==> src/rtl/sram_port_arbiter_if.sv <==
// Request/response and SRAM-side signals of the shared single-port SRAM arbiter.
// The slave modport is the arbiter; the master modport is the requesters plus the SRAM.
interface sram_port_arbiter_if;
    logic        i_req;
    logic [31:0] i_addr;
    logic        i_addr_ok;
    logic        i_data_ok;
    logic [31:0] i_rdata;

    logic        d_req;
    logic        d_wr;
    logic [3:0]  d_wstrb;
    logic [31:0] d_addr;
    logic [31:0] d_wdata;
    logic        d_addr_ok;
    logic        d_data_ok;
    logic [31:0] d_rdata;

    logic        sram_en;
    logic [3:0]  sram_we;
    logic [31:0] sram_addr;
    logic [31:0] sram_wdata;
    logic [31:0] sram_rdata;

    modport slave (
        input  i_req, i_addr, d_req, d_wr, d_wstrb, d_addr, d_wdata, sram_rdata,
        output i_addr_ok, i_data_ok, i_rdata, d_addr_ok, d_data_ok, d_rdata,
               sram_en, sram_we, sram_addr, sram_wdata
    );

    modport master (
        output i_req, i_addr, d_req, d_wr, d_wstrb, d_addr, d_wdata, sram_rdata,
        input  i_addr_ok, i_data_ok, i_rdata, d_addr_ok, d_data_ok, d_rdata,
               sram_en, sram_we, sram_addr, sram_wdata
    );
endinterface

==> src/rtl/sram_port_arbiter.sv <==
// Shares one synchronous single-port SRAM between fetch and data requesters.
// Data has priority; fetch is forced through after STARVE_LIMIT consecutive data wins.
module sram_port_arbiter #(
    parameter int STARVE_LIMIT = 4
) (
    input  logic                     clk,
    input  logic                     resetn,
    sram_port_arbiter_if.slave       bus
);
    typedef enum logic {IDLE = 1'b0, WAIT = 1'b1} state_t;
    localparam logic OWN_I = 1'b0;
    localparam logic OWN_D = 1'b1;
    localparam logic [3:0] LIMIT = 4'(STARVE_LIMIT);

    state_t     state_q, state_d;
    logic       owner_q, owner_d;
    logic       wr_q, wr_d;
    logic [3:0] starve_q, starve_d;

    logic grant_i, grant_d;
    logic starved;

    // Grants are gated by resetn so every output is zero while reset is held.
    assign starved = (starve_q == LIMIT);
    assign grant_d = resetn && (state_q == IDLE) && bus.d_req && !(bus.i_req && starved);
    assign grant_i = resetn && (state_q == IDLE) && bus.i_req && !grant_d;

    always_ff @(posedge clk or negedge resetn) begin
        if (!resetn) begin
            state_q  <= IDLE;
            owner_q  <= OWN_I;
            wr_q     <= 1'b0;
            starve_q <= 4'd0;
        end else begin
            state_q  <= state_d;
            owner_q  <= owner_d;
            wr_q     <= wr_d;
            starve_q <= starve_d;
        end
    end

    always_comb begin
        state_d  = state_q;
        owner_d  = owner_q;
        wr_d     = wr_q;
        starve_d = starve_q;
        case (state_q)
            IDLE: begin
                if (grant_i) begin
                    state_d  = WAIT;
                    owner_d  = OWN_I;
                    wr_d     = 1'b0;
                    starve_d = 4'd0;
                end else if (grant_d) begin
                    state_d  = WAIT;
                    owner_d  = OWN_D;
                    wr_d     = bus.d_wr;
                    if (!bus.i_req)
                        starve_d = 4'd0;
                    else if (starve_q != LIMIT)
                        starve_d = starve_q + 4'd1;
                end
            end
            WAIT:    state_d = IDLE;
            default: state_d = IDLE;
        endcase
    end

    // data_ok depends only on registered state; sram_rdata only feeds the rdata outputs.
    always_comb begin
        bus.i_addr_ok  = grant_i;
        bus.d_addr_ok  = grant_d;
        bus.sram_en    = grant_i | grant_d;
        bus.sram_we    = 4'd0;
        bus.sram_addr  = 32'd0;
        bus.sram_wdata = 32'd0;
        if (grant_i) begin
            bus.sram_addr = bus.i_addr;
        end else if (grant_d) begin
            bus.sram_addr  = bus.d_addr;
            bus.sram_wdata = bus.d_wdata;
            bus.sram_we    = bus.d_wr ? bus.d_wstrb : 4'd0;
        end
        bus.i_data_ok = (state_q == WAIT) && (owner_q == OWN_I);
        bus.d_data_ok = (state_q == WAIT) && (owner_q == OWN_D);
        bus.i_rdata   = bus.i_data_ok ? bus.sram_rdata : 32'd0;
        bus.d_rdata   = (bus.d_data_ok && !wr_q) ? bus.sram_rdata : 32'd0;
    end
endmodule

==> src/flat_wrapper.sv <==
// flat-port wrapper written by rule: the top's interface ports become plain ports
module sram_port_arbiter_flat 
#(
    parameter int STARVE_LIMIT = 4
)
  (clk, resetn, bus_i_req, bus_i_addr, bus_d_req, bus_d_wr, bus_d_wstrb, bus_d_addr, bus_d_wdata, bus_sram_rdata, bus_i_addr_ok, bus_i_data_ok, bus_i_rdata, bus_d_addr_ok, bus_d_data_ok, bus_d_rdata, bus_sram_en, bus_sram_we, bus_sram_addr, bus_sram_wdata);
  sram_port_arbiter_if bus_i ();
  input  logic clk;
  input  logic resetn;
  input wire logic [$bits(bus_i.i_req)-1:0] bus_i_req;
  input wire logic [$bits(bus_i.i_addr)-1:0] bus_i_addr;
  input wire logic [$bits(bus_i.d_req)-1:0] bus_d_req;
  input wire logic [$bits(bus_i.d_wr)-1:0] bus_d_wr;
  input wire logic [$bits(bus_i.d_wstrb)-1:0] bus_d_wstrb;
  input wire logic [$bits(bus_i.d_addr)-1:0] bus_d_addr;
  input wire logic [$bits(bus_i.d_wdata)-1:0] bus_d_wdata;
  input wire logic [$bits(bus_i.sram_rdata)-1:0] bus_sram_rdata;
  output wire logic [$bits(bus_i.i_addr_ok)-1:0] bus_i_addr_ok;
  output wire logic [$bits(bus_i.i_data_ok)-1:0] bus_i_data_ok;
  output wire logic [$bits(bus_i.i_rdata)-1:0] bus_i_rdata;
  output wire logic [$bits(bus_i.d_addr_ok)-1:0] bus_d_addr_ok;
  output wire logic [$bits(bus_i.d_data_ok)-1:0] bus_d_data_ok;
  output wire logic [$bits(bus_i.d_rdata)-1:0] bus_d_rdata;
  output wire logic [$bits(bus_i.sram_en)-1:0] bus_sram_en;
  output wire logic [$bits(bus_i.sram_we)-1:0] bus_sram_we;
  output wire logic [$bits(bus_i.sram_addr)-1:0] bus_sram_addr;
  output wire logic [$bits(bus_i.sram_wdata)-1:0] bus_sram_wdata;
  assign bus_i.i_req = bus_i_req;
  assign bus_i.i_addr = bus_i_addr;
  assign bus_i.d_req = bus_d_req;
  assign bus_i.d_wr = bus_d_wr;
  assign bus_i.d_wstrb = bus_d_wstrb;
  assign bus_i.d_addr = bus_d_addr;
  assign bus_i.d_wdata = bus_d_wdata;
  assign bus_i.sram_rdata = bus_sram_rdata;
  assign bus_i_addr_ok = bus_i.i_addr_ok;
  assign bus_i_data_ok = bus_i.i_data_ok;
  assign bus_i_rdata = bus_i.i_rdata;
  assign bus_d_addr_ok = bus_i.d_addr_ok;
  assign bus_d_data_ok = bus_i.d_data_ok;
  assign bus_d_rdata = bus_i.d_rdata;
  assign bus_sram_en = bus_i.sram_en;
  assign bus_sram_we = bus_i.sram_we;
  assign bus_sram_addr = bus_i.sram_addr;
  assign bus_sram_wdata = bus_i.sram_wdata;
  sram_port_arbiter #(.STARVE_LIMIT(STARVE_LIMIT)) u_core (.clk(clk), .resetn(resetn), .bus(bus_i));
endmodule
==> config.mk <==
export PLATFORM = sky130hd
export DESIGN_NAME = sram_port_arbiter_flat
export DESIGN_NICKNAME = d
export VERILOG_FILES = /design/src/rtl/sram_port_arbiter_if.sv /design/src/rtl/sram_port_arbiter.sv /design/src/flat_wrapper.sv
export SDC_FILE = /design/constraint.sdc
export NUM_CORES = 1
export LEC_CHECK = 0
export CORE_AREA = 2 2 107 109
export DETAILED_ROUTE_END_ITERATION = 7
export DIE_AREA = 0 0 109 111
export SETUP_SLACK_MARGIN = 0.02
export SLEW_MARGIN = 0
export SYNTH_ARGS = -nofsm -noshare
export SYNTH_HDL_FRONTEND = slang
export SYNTH_SLANG_ARGS = --single-unit
export TNS_END_PERCENT = 100
==> constraint.sdc <==
create_clock -name clk -period 2.3 [get_ports clk]
set_clock_uncertainty 0.2 [all_clocks]
set_input_delay 0.345 -clock clk [delete_from_list [all_inputs] [get_ports clk]]
set_output_delay 0.345 -clock clk [all_outputs]
set_load 0.03 [all_outputs]
==> impl_metrics.ini <==
[global_routing]
antenna_found_initial = 0
grt_pass1_wl_mm = 14.6
grt_max_degree = 39
gr-total-overflow = 0
grt_use_total_pct = 15.0
grt_pass1_vias = 2967

[floorplan]
die_h_um = 111
start_util_pct = 15.0
dieArea_um2 = 12100
ioPinCount = 274
rows = 39
die_x_um = 109
coreArea_um2 = 11100

[cells_and_area]
multiInputGateArea_um2 = 1520
nNetsFinal = 697
n_fill_cell = 1080
regArea_um2 = 175
synthToLayoutAreaGrowth_pct = 201
drive_gt1_share_pct = 39.9
n_antenna_cell = 0

[sta]
worst_slew_pin_slew_ns = 0.320
slew_headroom_pct = 78.6
final_hold_viol_count = 0
fin_crit_sh_pct = 101
final-setup-viol-count = 2
fin_hold_ws_ns = 0.0700
grt_setup_unrepaired = yes
max_freq_mhz = 432
fin_crit_ns = 2.32
slew_viol_final = 0
fin_ws_ns = -0.0175
fin_setup_tns_ns = -0.0177

[power]
power_density_nw_per_um2 = 306
ir_drop_mv = 0.206
p_leak_nw = 2.38

[placed_design]
pre_cts_ws_ns = -0.235
gp_congestion = 0.796
io_buffers = 273
dpl.hpwl_mm = 7.61

[yosys]
seq_area_frac_synth_pct = 10.5
synthCells = 271
ys_ff_latch = 7
yosys_warnings = 0
yosysUniqueCellTypes = 31
syn_area_um2 = 1670
synth_fp_nets = 410
syn_area_per_cell_um2 = 6.15

[cts]
clock_latency_ns = 0.23
cts_max_level = 1
cts_tree = yes
cts-root-buf = clkbuf_16
numClockSinks = 7
clk_path_buf_depth = 2
numCtsBuffers = 3
path_clk_slew_ns = 0.04

[min_path]
hold_class = in2async

[worst_setup_path]
r2r_end = u_core.starve_q[0]
start_kind = register
required_ns = 1.75
cp_max_fo = 8
r2r_start = u_core.starve_q[0]
r2r_slack_ns = 0.41
cp.arrival_ns = 1.77
end_kind = output pin
crit_type = reg2out
reg2reg_depth = 7

[run]
cap_violations = 0

[run_status]
status = complete, but fails checks
violations = negative setup slack

[drt]
routed_wl_mm = 10.1
wl_per_cell_um = 14.5
drt_first_pass_iters = 4
vias_per_cell = 4.29
dr.first_iter.drc_count = 103
drc = 0
vias = 3006
ant_nets = 0
## worst max-delay path, cell delays in order (launching register included)
cell       delay [ns]
dfrtp_1          0.39
inv_2            0.08
ha_4             0.15
nand4b_4         0.15
and2_4           0.25
clkbuf_16        0.19
o21ai_2          0.17
buf_6            0.15
## sequential cells by signal, indices dropped and copies added (netlist names)
signal	cells
u_core.owner_q	1
u_core.starve_q	4
u_core.wr_q	1
u_core.state_q	1
## metal layers
| layer | global-route usage (%) | vias up | share of wire [%] |
|---|---|---|---|
| li1 | - | 1492 | - |
| met1 | 14.8 | 1363 | 35 |
| met2 | 31.5 | 147 | 56 |
| met3 | 2.47 | 4 | 9.0 |
| met4 | 2.48 | 0 | 0.54 |
| met5 | 0 | - | 0 |
## cell usage in the layout (no fill, tap or decap), types with 5 or more instances in the layout
cell type | synthesis | routed
clkdlybuf4s50_1 | 0 | 134
o21ai_1 | 7 | 5
buf_12 | 0 | 8
buf_6 | 5 | 40
nand2_1 | 34 | 33
buf_4 | 2 | 117
and3_1 | 37 | 33
dfrtp_1 | 7 | 7
o21ai_4 | 0 | 6
and2_1 | 65 | 65
o21ai_2 | 0 | 21
nand3_1 | 33 | 32
## power by group
| group | leakage [nW] | internal (mW) | total, mW | switching, mW |
|---|---|---|---|---|
| Sequential | 0.0918 | 0.136 | 0.145 | 0.00914 |
| Clock | 0.0382 | 0.231 | 0.297 | 0.0662 |
| Combinational | 2.25 | 0.566 | 1.09 | 0.527 |
| Total | 2.38 | 0.932 | 1.53 | 0.602 |
## stage by stage
step | cell area (um2) | total power [mW] | instances | utilization, %
6_report | 5010 | 1.53 | 700 | 45.3
5_1_grt | 5010 | 1.61 | 700 | 45.3
4_1_cts | 4760 | 1.49 | 699 | 43.0
3_5_place_dp | 4340 | 1.10 | 676 | 39.2
3_3_place_gp | 4340 | 1.10 | 676 | 39.2
2_1_floorplan | 1690 | 0.598 | 271 | -
## kinds of logic after synthesis
kind of cell / count (synthesis) / share of synthesized area [%]
simple gates: 186 / 63.4
fa+ha+maj: 2 / 1.50
buf+inv: 36 / 11.3
flops: 7 / 10.5
compound gates: 40 / 13.3
## synthesized netlist by cell type
| cell type | n | area [um2] |
|---|---|---|
| and3_1 | 37 | 231 |
| o31ai_2 | 1 | 12.5 |
| nand4b_1 | 1 | 8.76 |
| nand4b_2 | 1 | 15.0 |
| a21o_1 | 1 | 7.51 |
| o21ai_1 | 7 | 35.0 |
| nand2b_1 | 2 | 12.5 |
| o211ai_1 | 1 | 7.51 |
| nand3_1 | 33 | 165 |
| a21oi_1 | 1 | 5.00 |
| nand3b_1 | 1 | 7.51 |
| dfrtp_1 | 7 | 175 |
| buf_2 | 6 | 30.0 |
| and2b_1 | 1 | 7.51 |
| nand2_1 | 34 | 128 |
| or2_2 | 1 | 6.26 |
| o21ai_0 | 27 | 135 |
| a31o_2 | 1 | 8.76 |
| buf_1 | 1 | 3.75 |
| ha_1 | 2 | 25.0 |
| nor2_1 | 1 | 3.75 |
| and3b_1 | 2 | 17.5 |
| buf_6 | 5 | 56.3 |
| clkbuf_1 | 17 | 63.8 |
| buf_4 | 2 | 15.0 |
| a32o_1 | 1 | 10.0 |
| nand4_1 | 2 | 12.5 |
| and2_1 | 65 | 407 |
| and2_4 | 1 | 8.76 |
| inv_1 | 5 | 18.8 |
| nor2b_1 | 4 | 25.0 |
## repair_timing
item	CTS	global route
cloned	5	1
hold buffers	0	0
buffers inserted	14	1
endpoints found under the setup margin	66	98
endpoints found under the hold margin	0	0
resized for setup	53	78
pin swaps	9	8
## how the worst max path moves through the flow
stage / from / to / slack [ns] / cells after the start
2_1_floorplan: u_core.starve_q[0] / bus_sram_addr[0] / -0.13 / 7
3_3_place_gp: bus_i_req / bus_sram_wdata[25] / -0.21 / 4
3_5_place_dp: bus_i_req / bus_sram_wdata[23] / -0.24 / 4
4_1_cts: u_core.starve_q[0] / bus_sram_addr[25] / -0.02 / 8
5_1_grt: u_core.starve_q[0] / bus_sram_addr[31] / -0.08 / 7
6_report: u_core.starve_q[0] / bus_sram_addr[21] / -0.02 / 7
## layout make-up
type,instances,area share [%]
repair buffers,312,60.8
multi-input cells,229,30.2
well taps,143,3.57
flip-flops and latches,7,3.49
clock buffers,4,1.57
inverters,5,0.374
Power figures use the tool's default switching activity.
